$ cat src/rtl/antares_hilo_controller.sv
// -----------------------------------------------------------------------------
// antares_hilo_controller
//
// Purpose:
//   Sequences the external 4-stage pipelined 32x32 multiplier on behalf of the
//   EX stage and owns the architectural HI/LO registers. It issues multiplies,
//   captures products, optionally accumulates (MADD/MSUB family), serves
//   MTHI/MTLO/MFHI/MFLO, and asks the hazard unit to stall while busy.
//
// Configuration macro:
//   ANTARES_HILO_MADD_EN - when defined, ops 3..6 (MADD/MADDU/MSUB/MSUBU) are
//   executed through a one-cycle ACCUM state. When undefined they decode as NOP,
//   the ACCUM state is not built, and the multiplier is frozen (mult_stall=1)
//   while idle to save power.
//
// Ports:
//   clk, rst            clock, synchronous active-high reset
//   ex_hilo_op[3:0]     0 NOP,1 MULT,2 MULTU,3 MADD,4 MADDU,5 MSUB,6 MSUBU,
//                       7 MTHI,8 MTLO,9 MFHI,10 MFLO, 11..15 NOP
//   ex_rs_data/rt_data  operands (rs also carries MTHI/MTLO data)
//   ex_stall, flush     EX frozen / abort current and in-flight op
//   mult_result/ready/active   multiplier return path
//   mult_input_a/b, mult_signed_op, mult_enable_op, mult_stall, mult_flush
//                       multiplier control
//   hilo_stall          stall request to hazard detection
//   hilo_rdata          MFHI/MFLO read data (zero latency)
//   hilo_error          one-cycle watchdog pulse
//   hi, lo              architectural HI/LO
//   dbg_state_o         current FSM state (0 IDLE, 1 BUSY, 2 ACCUM)
//
// Handshake: mult_enable_op is a single-cycle issue pulse, only raised while
// IDLE; the multiplier answers with a single-cycle mult_ready. A mult_ready
// that arrives when not BUSY (e.g. after a flush or watchdog abort) is dropped.
// -----------------------------------------------------------------------------
module antares_hilo_controller #(
  parameter int MULT_LATENCY = 4
) (
  input  logic        clk,
  input  logic        rst,
  input  logic [3:0]  ex_hilo_op,
  input  logic [31:0] ex_rs_data,
  input  logic [31:0] ex_rt_data,
  input  logic        ex_stall,
  input  logic        flush,
  input  logic [63:0] mult_result,
  input  logic        mult_ready,
  input  logic        mult_active,
  output logic [31:0] mult_input_a,
  output logic [31:0] mult_input_b,
  output logic        mult_signed_op,
  output logic        mult_enable_op,
  output logic        mult_stall,
  output logic        mult_flush,
  output logic        hilo_stall,
  output logic [31:0] hilo_rdata,
  output logic        hilo_error,
  output logic [31:0] hi,
  output logic [31:0] lo,
  output logic [1:0]  dbg_state_o
);

  localparam int CW = $clog2(MULT_LATENCY + 3);

  typedef enum logic [1:0] {
    IDLE  = 2'd0,
    BUSY  = 2'd1,
    ACCUM = 2'd2
  } state_e;

  state_e          state_q, state_d;
  logic [31:0]     hi_q, hi_d, lo_q, lo_d;
  logic [CW-1:0]   cnt_q, cnt_d;
  logic            err_q, err_d;
`ifdef ANTARES_HILO_MADD_EN
  logic [63:0]     prod_q, prod_d;
  logic            acc_q, acc_d;
  logic            sub_q, sub_d;
`endif

  logic op_mul, op_acc, op_issue, op_hilo, issue, is_idle;

  // Op decode; the accumulate family only exists when the feature is built.
  always_comb begin
    op_mul = (ex_hilo_op == 4'd1) || (ex_hilo_op == 4'd2);
`ifdef ANTARES_HILO_MADD_EN
    op_acc = (ex_hilo_op >= 4'd3) && (ex_hilo_op <= 4'd6);
`else
    op_acc = 1'b0;
`endif
    op_issue = op_mul || op_acc;
    op_hilo  = op_issue || ((ex_hilo_op >= 4'd7) && (ex_hilo_op <= 4'd10));
  end

  assign is_idle = (state_q == IDLE);
  assign issue   = op_issue && is_idle && !ex_stall && !flush;

  // Next-state and HI/LO update.
  always_comb begin
    state_d = state_q;
    hi_d    = hi_q;
    lo_d    = lo_q;
    cnt_d   = cnt_q;
    err_d   = 1'b0;
`ifdef ANTARES_HILO_MADD_EN
    prod_d  = prod_q;
    acc_d   = acc_q;
    sub_d   = sub_q;
`endif
    if (flush) begin
      // Abort anything in flight; HI/LO are left as they are.
      state_d = IDLE;
      cnt_d   = '0;
    end else begin
      case (state_q)
        IDLE: begin
          if (issue) begin
            state_d = BUSY;
            cnt_d   = '0;
`ifdef ANTARES_HILO_MADD_EN
            acc_d   = op_acc;
            sub_d   = (ex_hilo_op == 4'd5) || (ex_hilo_op == 4'd6);
`endif
          end else if (!ex_stall) begin
            if (ex_hilo_op == 4'd7) hi_d = ex_rs_data;
            if (ex_hilo_op == 4'd8) lo_d = ex_rs_data;
          end
        end
        BUSY: begin
          if (mult_ready) begin
`ifdef ANTARES_HILO_MADD_EN
            if (acc_q) begin
              prod_d  = mult_result;
              state_d = ACCUM;
            end else begin
              {hi_d, lo_d} = mult_result;
              state_d      = IDLE;
            end
`else
            {hi_d, lo_d} = mult_result;
            state_d      = IDLE;
`endif
          end else if (cnt_q == CW'(MULT_LATENCY + 1)) begin
            // Counter would reach MULT_LATENCY+2 with no product: give up.
            err_d   = 1'b1;
            state_d = IDLE;
            cnt_d   = '0;
          end else begin
            cnt_d = cnt_q + CW'(1);
          end
        end
`ifdef ANTARES_HILO_MADD_EN
        ACCUM: begin
          if (sub_q) {hi_d, lo_d} = {hi_q, lo_q} - prod_q;
          else       {hi_d, lo_d} = {hi_q, lo_q} + prod_q;
          state_d = IDLE;
        end
`endif
        default: state_d = IDLE;
      endcase
    end
  end

  always_ff @(posedge clk) begin
    if (rst) begin
      state_q <= IDLE;
      hi_q    <= '0;
      lo_q    <= '0;
      cnt_q   <= '0;
      err_q   <= 1'b0;
`ifdef ANTARES_HILO_MADD_EN
      prod_q  <= '0;
      acc_q   <= 1'b0;
      sub_q   <= 1'b0;
`endif
    end else begin
      state_q <= state_d;
      hi_q    <= hi_d;
      lo_q    <= lo_d;
      cnt_q   <= cnt_d;
      err_q   <= err_d;
`ifdef ANTARES_HILO_MADD_EN
      prod_q  <= prod_d;
      acc_q   <= acc_d;
      sub_q   <= sub_d;
`endif
    end
  end

  // Combinational outputs, all forced inactive during reset.
  always_comb begin
    mult_input_a   = '0;
    mult_input_b   = '0;
    mult_signed_op = 1'b0;
    mult_enable_op = 1'b0;
    mult_stall     = 1'b0;
    mult_flush     = 1'b0;
    hilo_stall     = 1'b0;
    hilo_rdata     = '0;
    if (!rst) begin
      mult_input_a   = ex_rs_data;
      mult_input_b   = ex_rt_data;
      mult_signed_op = (ex_hilo_op == 4'd1) ||
                       (op_acc && ((ex_hilo_op == 4'd3) || (ex_hilo_op == 4'd5)));
      mult_enable_op = issue;
      mult_flush     = flush;
      hilo_stall     = op_hilo && !is_idle;
`ifdef ANTARES_HILO_MADD_EN
      mult_stall     = 1'b0;
`else
      // Freeze the multiplier while nothing is in flight or being issued.
      mult_stall     = is_idle && !issue;
`endif
      if (is_idle && (ex_hilo_op == 4'd9))  hilo_rdata = hi_q;
      if (is_idle && (ex_hilo_op == 4'd10)) hilo_rdata = lo_q;
    end
  end

  assign hilo_error  = err_q;
  assign hi          = hi_q;
  assign lo          = lo_q;
  assign dbg_state_o = state_q;

  // Occupancy is implied by the FSM; the multiplier's own view is not needed.
  logic unused_ok;
  assign unused_ok = mult_active;

endmodule

$ cat config.mk
export PLATFORM = sky130hd
export DESIGN_NAME = antares_hilo_controller
export DESIGN_NICKNAME = d
export VERILOG_FILES = /design/src/rtl/antares_hilo_controller.sv
export SDC_FILE = /design/constraint.sdc
export NUM_CORES = 1
export LEC_CHECK = 0
export BUFFER_PORTS_ARGS = -buffer_cell sky130_fd_sc_hd__buf_2
export CAP_MARGIN = 10
export CORE_AREA = 2 2 119 121
export CTS_BUF_LIST = sky130_fd_sc_hd__clkbuf_8
export DETAILED_ROUTE_END_ITERATION = 10
export DIE_AREA = 0 0 121 123
export PLACE_DENSITY = 0.66
export SETUP_SLACK_MARGIN = 0.1
export SKIP_CTS_REPAIR_TIMING = 1
export SLEW_MARGIN = 20
export SYNTH_ARGS = -nofsm -noshare
export SYNTH_HDL_FRONTEND = slang
export SYNTH_SLANG_ARGS = --single-unit
$ cat constraint.sdc
create_clock -name clk -period 3.98 [get_ports clk]
set_input_delay 0.796 -clock clk [delete_from_list [all_inputs] [get_ports clk]]
set_output_delay 0.796 -clock clk [all_outputs]
set_load 0.05 [all_outputs]
==> run summary <==
The final non-filler cell total is 946, and the number of nets in the finished design is 899. The die is 123 um tall. The synthesized netlist contains 36 unique library cells. Measured along the x axis, the die boundary spans 121 um. The number of buffers added on ports is 303, and the net switching power figure is 0.000585 W.

The root buffer selected by CTS was sky130_fd_sc_hd__clkbuf_8. The total power per unit cell area works out to 276 nW/um^2. After detailed routing, the number of remaining DRC violations is 0. Global routing used 20.1% of the available tracks across all layers. Subtracting the final worst setup slack from the clock period gives 3.05 ns. Net switching is 34.0% of the power. The tools report the maximum number of pins on one net before global-route repair as 117. The tools report the clock sink count as 69.

After detailed routing, the average wire length per cell comes to 16.5 um. The share of the yosys chip area belonging to registers came out at 31.2%. The number of filler instances in the final layout came out at 1390. The highest net fanout along the worst path was 43. Setup repair after global routing left no endpoint under its margin. Setup violations remaining at the end of the flow were counted as 0. The master of the slowest instance on the critical path was sky130_fd_sc_hd__dfxtp_4. The first TritonRoute pass finished after 4 iterations. For the final routed database, the setup TNS stands at 0 ns. The share of the clock period used by the worst path after layout is 76.6%. The initial utilization of the core area, before any placement, comes to 32.5%. The standard-cell row count came out at 43. Cell internal power was estimated by the tool at 0.00114 W.

Timing would allow up to 0.328 GHz. The logs give 32.7% for the clock network fraction of total power and 14900 sq um for the die outline area. In this run, synthesis produced a sequential element count of 69. The maximum clock path buffer count is 2.

For the final hold violation count, the log shows 0. The library cells used most frequently in the layout, excluding fill and tap cells, are 302 x sky130_fd_sc_hd__buf_2, 70 x sky130_fd_sc_hd__nor2b_1, 68 x sky130_fd_sc_hd__dfxtp_1, 66 x sky130_fd_sc_hd__a21oi_1, 65 x sky130_fd_sc_hd__mux2i_1. The number of clock buffers added by TritonCTS is 9. The core region is 13600 sq um.

The area growth from synthesis to final layout was 40.9%; the warning count from the yosys run was 0. The run finished with clean final reports. The number of vias per cell after detailed routing was 5.02. TritonCTS built the clock tree. The routed design has 15600 um of wire. For the total congestion overflow, the log shows 0.

Commonest non-fill, non-tap cell in the layout: sky130_fd_sc_hd__buf_2. The required time of the critical path is 3.18 ns, and the placed cell count is 930. The most used flip-flop cell after synthesis is sky130_fd_sc_hd__dfxtp_1.

The worst setup path is captured at a primary output. The post-route netlist has 52.1% of its cells at a drive strength greater than 1. The logs give 0.00667 ns for the worst clock skew and 45.8% for the core utilization of the finished layout. The tools report the max-slew violation total from the final report as 0. The maximum ir drop on the vdd rail is 0.146 mV, and the power share of the sequential group is 41.4%. The transition time at the pin with the least slew margin came out at 0.950 ns. Sort of element at the start of the critical path: a register. Total half-perimeter wirelength after legalization and detailed placement: 11300 um. The worst endpoint data arrival time was 2.25 ns. The logs give 4457 for the number of global-route vias before repair and 0 for the antenna cell count. The critical path goes through nor2b_1, and3_1, buf_4, a22oi_1, nor2_1, buf_2.

After the first detailed-routing iteration, the DRC count stood at 203. The tools report the remaining number of nets flagged by the antenna check after routing as 0. The worst hold-check path type is register to register. The routed layout has 4753 vias.

In the synthesized netlist the async set-or-reset flop fraction comes to 0%. For the post-synth net total, the log shows 626. The number of H-tree branching levels was 3; the mapped cell area was 4430 sq um. The initial antenna violation count is 1. The congestion estimate from routability-driven global placement came to 0.792. After technology mapping, the gate count stands at 488. The stage delay of the slowest cell on the critical path is 0.79 ns. The first global-routing pass estimated 23700 um of wire. For the clock latency on the worst-skew pair, the log shows 0.34 ns. The startpoint-to-endpoint class of the critical path is register to primary output. 306 I/O pins were placed. In this run the static leakage power is 2.72 nW. The run gives 0.00172 W as the post-route total power. In this run the mean area of a mapped cell was 9.08 sq um.

Counting flops with a built-in enable in the synthesized netlist gives 0. The combinational power share was 25.9%; the clock edge transition at the registers on the reported setup and hold paths was 0.07 ns. The tools report the total of max-cap violations as 0. Measured against its own limit, the worst slew margin works out to 36.7%.
## power by group through the flow
| stage | combinational (W) | sequential, W | clock (W) |
|---|---|---|---|
| floorplan | 0.000262 | 0.000764 | 0 |
| global placement | 0.000444 | 0.000728 | 0 |
| detailed placement | 0.000446 | 0.000728 | 0 |
| CTS | 0.000447 | 0.000712 | 0.000588 |
| global route | 0.000472 | 0.000714 | 0.000619 |
| finish | 0.000445 | 0.000712 | 0.000563 |
## worst max-delay path: cells and delay by family, from the launching register on
| family | cells | cell delay [ns] |
|---|---|---|
| AO/OA/AOI/OAI | 1 | 0.25 |
| buffers and inverters | 2 | 0.45 |
| flip-flops | 1 | 0.79 |
| AND/OR/NAND/NOR | 3 | 0.40 |
## metal layers
metal	share of wire, %	global-route usage (%)
met4	1.9	6.25
met1	43	26.2
met2	49	33.3
met5	0	0
met3	6.2	4.15
## cells by family (layout without fill, tap and decap cells)
kind of cell | after synthesis | after routing | share of synthesized area (%)
multiplexers | 65 | 65 | 14.7
AND/OR/NAND/NOR | 125 | 125 | 15.8
buffers and inverters | 57 | 335 | 6.16
other | 1 | 1 | 0.0847
XOR/XNOR | 1 | 1 | 0.198
AO/OA/AOI/OAI | 170 | 170 | 31.9
flip-flops | 69 | 69 | 31.2
## state kept, by name, summed over array words and instances, names as in the netlist
name	flops
hi	32
lo	32
cnt_q	3
dbg_state_o	1
hilo_error	1
## metrics by stage
stage	hold slack (ns)	setup slack [ns]	area, sq um
floorplan	0.469	0.281	4430
global placement	0.485	1.05	6050
global route	0.531	0.734	6240
CTS	0.502	0.874	6240
detailed placement	0.489	1.07	6050
finish	0.504	0.932	6240
## final cells by class
cell class	instances	area [sq um]	area share [%]
multi-input combinational	362	2790	44.6
timing repair buffer	318	1650	26.4
sequential	69	1390	22.2
tap	180	225	3.61
clock buffer	10	138	2.21
clock inverter	6	55.1	0.882
inverter	1	3.75	0.0601
## worst paths after layout
path                  startpoint             end  slack, ns  depth (start not counted)
setup / recovery  dbg_state_o[0]  hilo_rdata[28]       0.93                          6
hold / removal          cnt_q[1]        cnt_q[1]       0.50                          2
setup reg to reg  dbg_state_o[0]           lo[2]       1.56                          5
hold reg to reg         cnt_q[1]        cnt_q[1]       0.50                          2
## cell usage after synthesis, drive strengths merged (2+ instances only)
cell type,number,share of area (%)
nor2b,70,9.9
dfxtp,69,31
a21oi,66,7.5
mux2i,65,15
a211oi,64,18
nor2,38,3.2
clkbuf,37,3.1
a22oi,32,5.4
buf,19,2.9
nand2,3,0.25
o21ai,3,0.34
a31oi,2,0.42
and2,2,0.28
and3,2,0.28
Power figures use the tool's default switching activity.
